File: config.mk
export PLATFORM = sky130hd
export DESIGN_NAME = ccff_chain_loader
export DESIGN_NICKNAME = d
export VERILOG_FILES = /design/src/rtl/ccff_chain_loader.sv
export SDC_FILE = /design/constraint.sdc
export NUM_CORES = 1
export LEC_CHECK = 0
export CORE_UTILIZATION = 50
export DETAILED_ROUTE_END_ITERATION = 6
export PLACE_DENSITY = 0.77
export SYNTH_ARGS = -nofsm -noshare
export SYNTH_HDL_FRONTEND = slang
export SYNTH_SLANG_ARGS = --single-unit
File: constraint.sdc
create_clock -name prog_clk -period 2.94 [get_ports prog_clk]
set_input_delay 0.441 -clock prog_clk [delete_from_list [all_inputs] [get_ports prog_clk]]
set_output_delay 0.441 -clock prog_clk [all_outputs]
set_load 0.02 [all_outputs]
File: src/rtl/ccff_chain_loader.sv
// ccff_chain_loader
// Streams a bitstream into a serial configuration flip-flop chain, one bit per
// prog_clk, and returns the displaced chain contents as readback words.
// Words arrive on bs_*, are shifted out LSB first on ccff_head, and the bits
// falling out of ccff_tail are packed into rd_data (first bit in bit 0).
module ccff_chain_loader #(
    parameter int CHAIN_LEN = 66,
    parameter int WORD_W    = 8
) (
    input  logic              prog_clk,
    input  logic              prog_reset,
    input  logic              start,
    input  logic              bs_valid,
    output logic              bs_ready,
    input  logic [WORD_W-1:0] bs_data,
    output logic              rd_valid,
    input  logic              rd_ready,
    output logic [WORD_W-1:0] rd_data,
    output logic              ccff_head,
    input  logic              ccff_tail,
    output logic              ccff_shift_en,
    output logic              busy,
    output logic              cfg_done
);

    localparam int CNT_W = $clog2(CHAIN_LEN + 1);
    localparam int IDX_W = (WORD_W > 1) ? $clog2(WORD_W) : 1;

    typedef enum logic [2:0] {
        IDLE,
        FETCH,
        SHIFT,
        DRAIN,
        DONE
    } state_t;

    state_t            state;
    state_t            state_nxt;
    logic [CNT_W-1:0]  bit_cnt;    // bits shifted so far in this load
    logic [IDX_W-1:0]  bit_idx;    // bit position within the current word
    logic [WORD_W-1:0] shift_reg;
    logic [WORD_W-1:0] rd_reg;
    logic              last_bit;

    // Final bit of a word: either the word is full or the chain is about to be full.
    always_comb begin
        last_bit = (bit_idx == IDX_W'(WORD_W - 1)) || (bit_cnt == CNT_W'(CHAIN_LEN - 1));
    end

    // State register with synchronous active-low reset.
    // NOTE: sequential state uses non-blocking (<=) so every flop samples pre-edge values.
    always_ff @(posedge prog_clk) begin
        if (!prog_reset) begin
            state <= IDLE;
        end else begin
            state <= state_nxt;
        end
    end

    // Next-state decode.
    // NOTE: state_nxt gets a default before the case so no latch is inferred.
    always_comb begin
        state_nxt = state;
        case (state)
            IDLE, DONE: if (start)    state_nxt = FETCH;
            FETCH:      if (bs_valid) state_nxt = SHIFT;
            SHIFT:      if (last_bit) state_nxt = DRAIN;
            DRAIN: begin
                if (rd_ready) begin
                    state_nxt = (bit_cnt == CNT_W'(CHAIN_LEN)) ? DONE : FETCH;
                end
            end
            default:    state_nxt = IDLE;
        endcase
    end

    // Datapath: word latch, serialiser, readback packing and bit counters.
    // NOTE: shift_reg and rd_reg are reset too, so rd_data reads 0 straight after reset.
    always_ff @(posedge prog_clk) begin
        if (!prog_reset) begin
            bit_cnt   <= '0;
            bit_idx   <= '0;
            shift_reg <= '0;
            rd_reg    <= '0;
        end else begin
            case (state)
                IDLE, DONE: begin
                    if (start) bit_cnt <= '0;
                end
                FETCH: begin
                    if (bs_valid) begin
                        shift_reg <= bs_data;
                        // Cleared per word so unused upper bits of a short final word read 0.
                        rd_reg    <= '0;
                        bit_idx   <= '0;
                    end
                end
                SHIFT: begin
                    shift_reg <= shift_reg >> 1;
                    for (int i = 0; i < WORD_W; i++) begin
                        if (bit_idx == IDX_W'(i)) rd_reg[i] <= ccff_tail;
                    end
                    bit_cnt <= bit_cnt + 1'b1;
                    bit_idx <= bit_idx + 1'b1;
                end
                default: ;
            endcase
        end
    end

    // Moore outputs decoded from the current state.
    always_comb begin
        bs_ready      = 1'b0;
        rd_valid      = 1'b0;
        ccff_shift_en = 1'b0;
        ccff_head     = 1'b0;
        busy          = 1'b1;
        cfg_done      = 1'b0;
        case (state)
            IDLE:  busy = 1'b0;
            FETCH: bs_ready = 1'b1;
            SHIFT: begin
                ccff_shift_en = 1'b1;
                ccff_head     = shift_reg[0];
            end
            DRAIN: rd_valid = 1'b1;
            DONE: begin
                busy     = 1'b0;
                cfg_done = 1'b1;
            end
            default: ;
        endcase
    end

    assign rd_data = rd_reg;

endmodule

[After elaboration in Yosys (flattened, before gate mapping)]
Cells that the tools add are included.
Word-level totals
  output and inout bits: 14
  input port bits: 14
  bits in registers: 29
  word-level logic and storage cells: 84
Cells by class
  $add $sub $neg: 2
  equal/unequal tests: 25
  muxes and demuxes: 28
  reductions and logical operators: 17
Operators by type and width (count)
  $pmux 8 s2: 2
  $reduce_and 3->1: 8
  $ne 2x2->1 const B: 11
  $mux 3: 6
  $mux 8: 2
  $eq 3x3->1 const B: 5
  $eq 7x7->1 const B: 2
  $mux 1: 14
  $pmux 7 s2: 1
  $eq 3x2->1 const B: 4
  $pmux 3 s4: 1
  $add 7x1->7 const B: 1
  $mux 7: 1
  $eq 3x1->1 const B: 2
  $logic_not 3->1: 2
  $pmux 3 s2: 1
  $reduce_and 2->1: 2
  $reduce_and 4->1: 1
  $reduce_bool 2->1: 2
  $add 3x1->3 const B: 1
  $ne 2x1->1 const B: 1
  $reduce_or 2->1: 1
  $logic_or 1x1->1: 1

[Logic depth before layout (Yosys ltp)]
  word-level depth: 4
  gate-level depth with buffers: 8
  depth with buffers taken out: 6

[Worst setup path before layout]
No wires, ideal clock.
  path type: register to output
  start: register state[1]
  end: output port ccff_head
  arrival: 1446 ps
  path slack: 1053 ps
  required time: 2499 ps
  stages on the path, launching flop included: 7
  path buffers: 3
  cells stage by stage: dfxtp_1 > buf_4 > or3b_1 > buf_2 > inv_1 > buf_2 > and2_1
Between the ends
  cells in the longest elaborated chain, start to end: 2
RTL lines
  start: declaration: RTL line 37  | state_t state;
  start signal: assignment: RTL line 56  | state <= state_nxt;
  $eq 3x2->1: RTL line 119  | case (state)
  $mux 1: RTL line 119
  end: declaration: RTL line 19  | output logic ccff_head,
Every way passes these cells.

[Worst setup path in the final report]
Same ends and word-level chain as after synthesis.

==> results.yml <==
setup_path:
  cp_slowest_stage_delay_ps: 590
  worst-path-buf-inv: 2
  slowest_stage: "clkdlybuf4s50_1"
  worstSetupPathType: "reg -> out"
  rr_worst_depth: 6
  reg2reg_slack_ps: 960
  critPathCaptureType: "output port"
  worstPathRequired_ps: 2500
  cp-start-kind: "flop"
  cp_cell_sequence: "or3b_1 > inv_1 > and2_1 > clkdlybuf4s50_1"
  critPathTopFamily: "buffers and inverters"
  r2r-start: "state[1]"
  crit_fanout: 11
  critical_path.reg2reg.endpoint: "rd_data[0]"
  arrival_ps: 2290
cts:
  cts_hold_buf: 0
  cts_buffer_depth: 2
  htree_levels: 2
  clk_pin_slew_ps: 90
  cts_buffers: 5
  cts_setup_buffers: 0
  cts_tree: "yes"
  post_cts_resized: 0
  clkSinkCount: 29
  cts_root_buffer: "clkbuf_4"
  clk-insertion-delay-late_ps: 340
power:
  powerDensity_nw_per_um2: 726
  p_total_w: 0.00136
  cellLeakagePower_nw: 0.777
  worst_ir_drop_vdd_v: 0.000417
global_routing:
  grt_pass1_vias: 1305
  gr-total-overflow: 0
  grt_usage_pct: 22.2
  grt_max_degree: 28
  antenna_found_initial: 0
  grt_pass1_wl_microns: 5610
sta:
  whs_ps: 480
  timing.final.crit_period_ps: 2730
  rsz0062_at_grt: "false"
  finalHoldViolCount: 0
  worstMarginPinSlew_ps: 680
  final.setup_skew_ps: 9.00
  period_share_pct: 92.8
  timing.fmax_mhz: 366
  drv_slew: 0
  slew_headroom_pct: 54.5
  setup_violations: 0
  tns_ps: 0
yosys:
  synth_cells: 187
  synth_warnings: 0
  synthesis.area_sq_um: 1530
  syn_nets: 210
  synth_cell_type_count: 37
  seq_area_frac_synth_pct: 37.9
  synth-seq-cells: 29
  synth.avg_cell_area_sq_um: 8.18
final_layout:
  fillers: 238
  syn_to_final_growth_pct: 22.2
  layout_commonest_cell: "nand2_1"
  antenna_cells: 0
  layout.nets: 237
  mostFrequentLayoutCells: "32 x nand2_1, 29 x dfxtp_1, 27 x clkdlybuf4s50_1"
  stdcell_count: 246
  final_util_pct: 66.1
  drive_gt1_share_pct: 7.44
detailed_routing:
  wl_per_cell_microns: 13.5
  firstDrtPassIters: 7
  avgViaCountPerCell: 5.78
  drt_iter0_markers: 61
  postRouteAntennaNets: 0
  wl_microns: 3310
  post-route-drc-count: 3
  dr_total_vias: 1422
die:
  die_x_microns: 57.3
  die_y_microns: 57.3
  std_cell_rows: 19
  pin_count: 28
  initial_core_util_pct: 54.1
  design.core.area_sq_um: 2830
  fp.dieArea_sq_um: 3290
worst_hold_path:
  min_path_cells: 2
  min_to: "shift_reg[7]"
  hp-class: "reg -> reg"
  holdCritStartpoint: "shift_reg[7]"
flow_run:
  maxCapViolCount: 0
place:
  io_buffers: 27
  place_inst: 238
  gp_congestion: 0.795
  dpl.hpwl_microns: 2380
status:
  status: "finished with violations"
  violations: "design-rule violations"
## logic make-up after synthesis
family	Yosys count	share of synthesized area [%]
AOI/OAI and AO/OA	44	21.4
buffers and inverters	20	5.72
and+or+nand+nor	84	26.8
adders and majority gates	9	7.36
muxes	1	0.736
DFF	29	37.9
## worst max-delay path by stage
| stage | startpoint | end | slack, ps | cells past startpoint |
|---|---|---|---|---|
| detailed placement | state[1] | ccff_head | 590 | 4 |
| floorplan | state[1] | ccff_head | 1050 | 6 |
| CTS | state[1] | ccff_head | 190 | 4 |
| global placement | state[1] | ccff_head | 630 | 4 |
| finish | state[1] | ccff_head | 210 | 4 |
| global route | state[1] | ccff_head | 70 | 4 |
## power breakdown
part | total (W) | switching [W] | internal [W]
logic | 0.000593 | 0.000341 | 0.000252
clock network | 0.000236 | 0.000146 | 0.0000899
registers | 0.000529 | 0.0000626 | 0.000466
total | 0.00136 | 0.000549 | 0.000809
## synthesized netlist by cell type
master	n	share of area, %
or3b_2	1	0.57
a22o_1	1	0.57
clkbuf_1	5	1.2
a21oi_2	1	0.57
a31oi_1	1	0.41
or2_2	1	0.41
ha_1	9	7.4
and2_1	4	1.6
dfxtp_1	29	38
a21boi_1	2	0.98
nor3_1	2	0.65
inv_1	9	2.2
or4_1	2	0.98
a21oi_1	7	2.3
buf_2	4	1.3
nand4b_1	1	0.57
a32o_1	6	3.9
nor2_1	13	3.2
buf_4	2	0.98
nand4_1	2	0.82
a311oi_1	1	0.57
mux2_2	1	0.74
o22ai_1	1	0.41
o21ai_0	9	2.9
nand2b_1	6	2.5
nand2_1	32	7.8
nor2b_1	2	0.82
or3_1	1	0.41
o21a_1	2	0.98
o211a_1	7	4.6
o311ai_0	3	1.7
nand3b_1	2	0.98
and3_1	2	0.82
a21boi_0	3	1.5
or3b_1	1	0.57
nand3_1	11	3.6
nor3b_1	1	0.49
## area by class of cell
type | instances | area (sq um) | area share, %
clock buffer | 5 | 37.5 | 2.01
clock inverter | 3 | 17.5 | 0.936
inverter | 9 | 33.8 | 1.81
multi-input combinational | 138 | 862 | 46.1
sequential | 29 | 581 | 31.0
tap | 31 | 38.8 | 2.07
timing repair buffer | 31 | 300 | 16.1
## per-stage QoR
stage / cell area (sq um) / setup slack (ps)
2_1_floorplan: 1530 / 1050
3_3_place_gp: 1820 / 635
3_5_place_dp: 1820 / 594
4_1_cts: 1870 / 194
5_1_grt: 1870 / 67.8
6_report: 1870 / 211
## worst register-to-register path, cell delays in order (launching register included)
cell and delay [ps]:
dfxtp_1 500, or3b_1 410, inv_1 270, buf_4 250, nand3_1 120, nor2_1 220, a32o_1 160
## metal layers
layer | vias up | share of wire, % | track usage [%]
li1 | 709 | - | -
met1 | 666 | 44 | 26.5
met2 | 41 | 50 | 37.1
met3 | 6 | 4.9 | 7.03
met4 | 0 | 1.4 | 8.71
met5 | - | 0 | 0
Power figures use the tool's default switching activity.
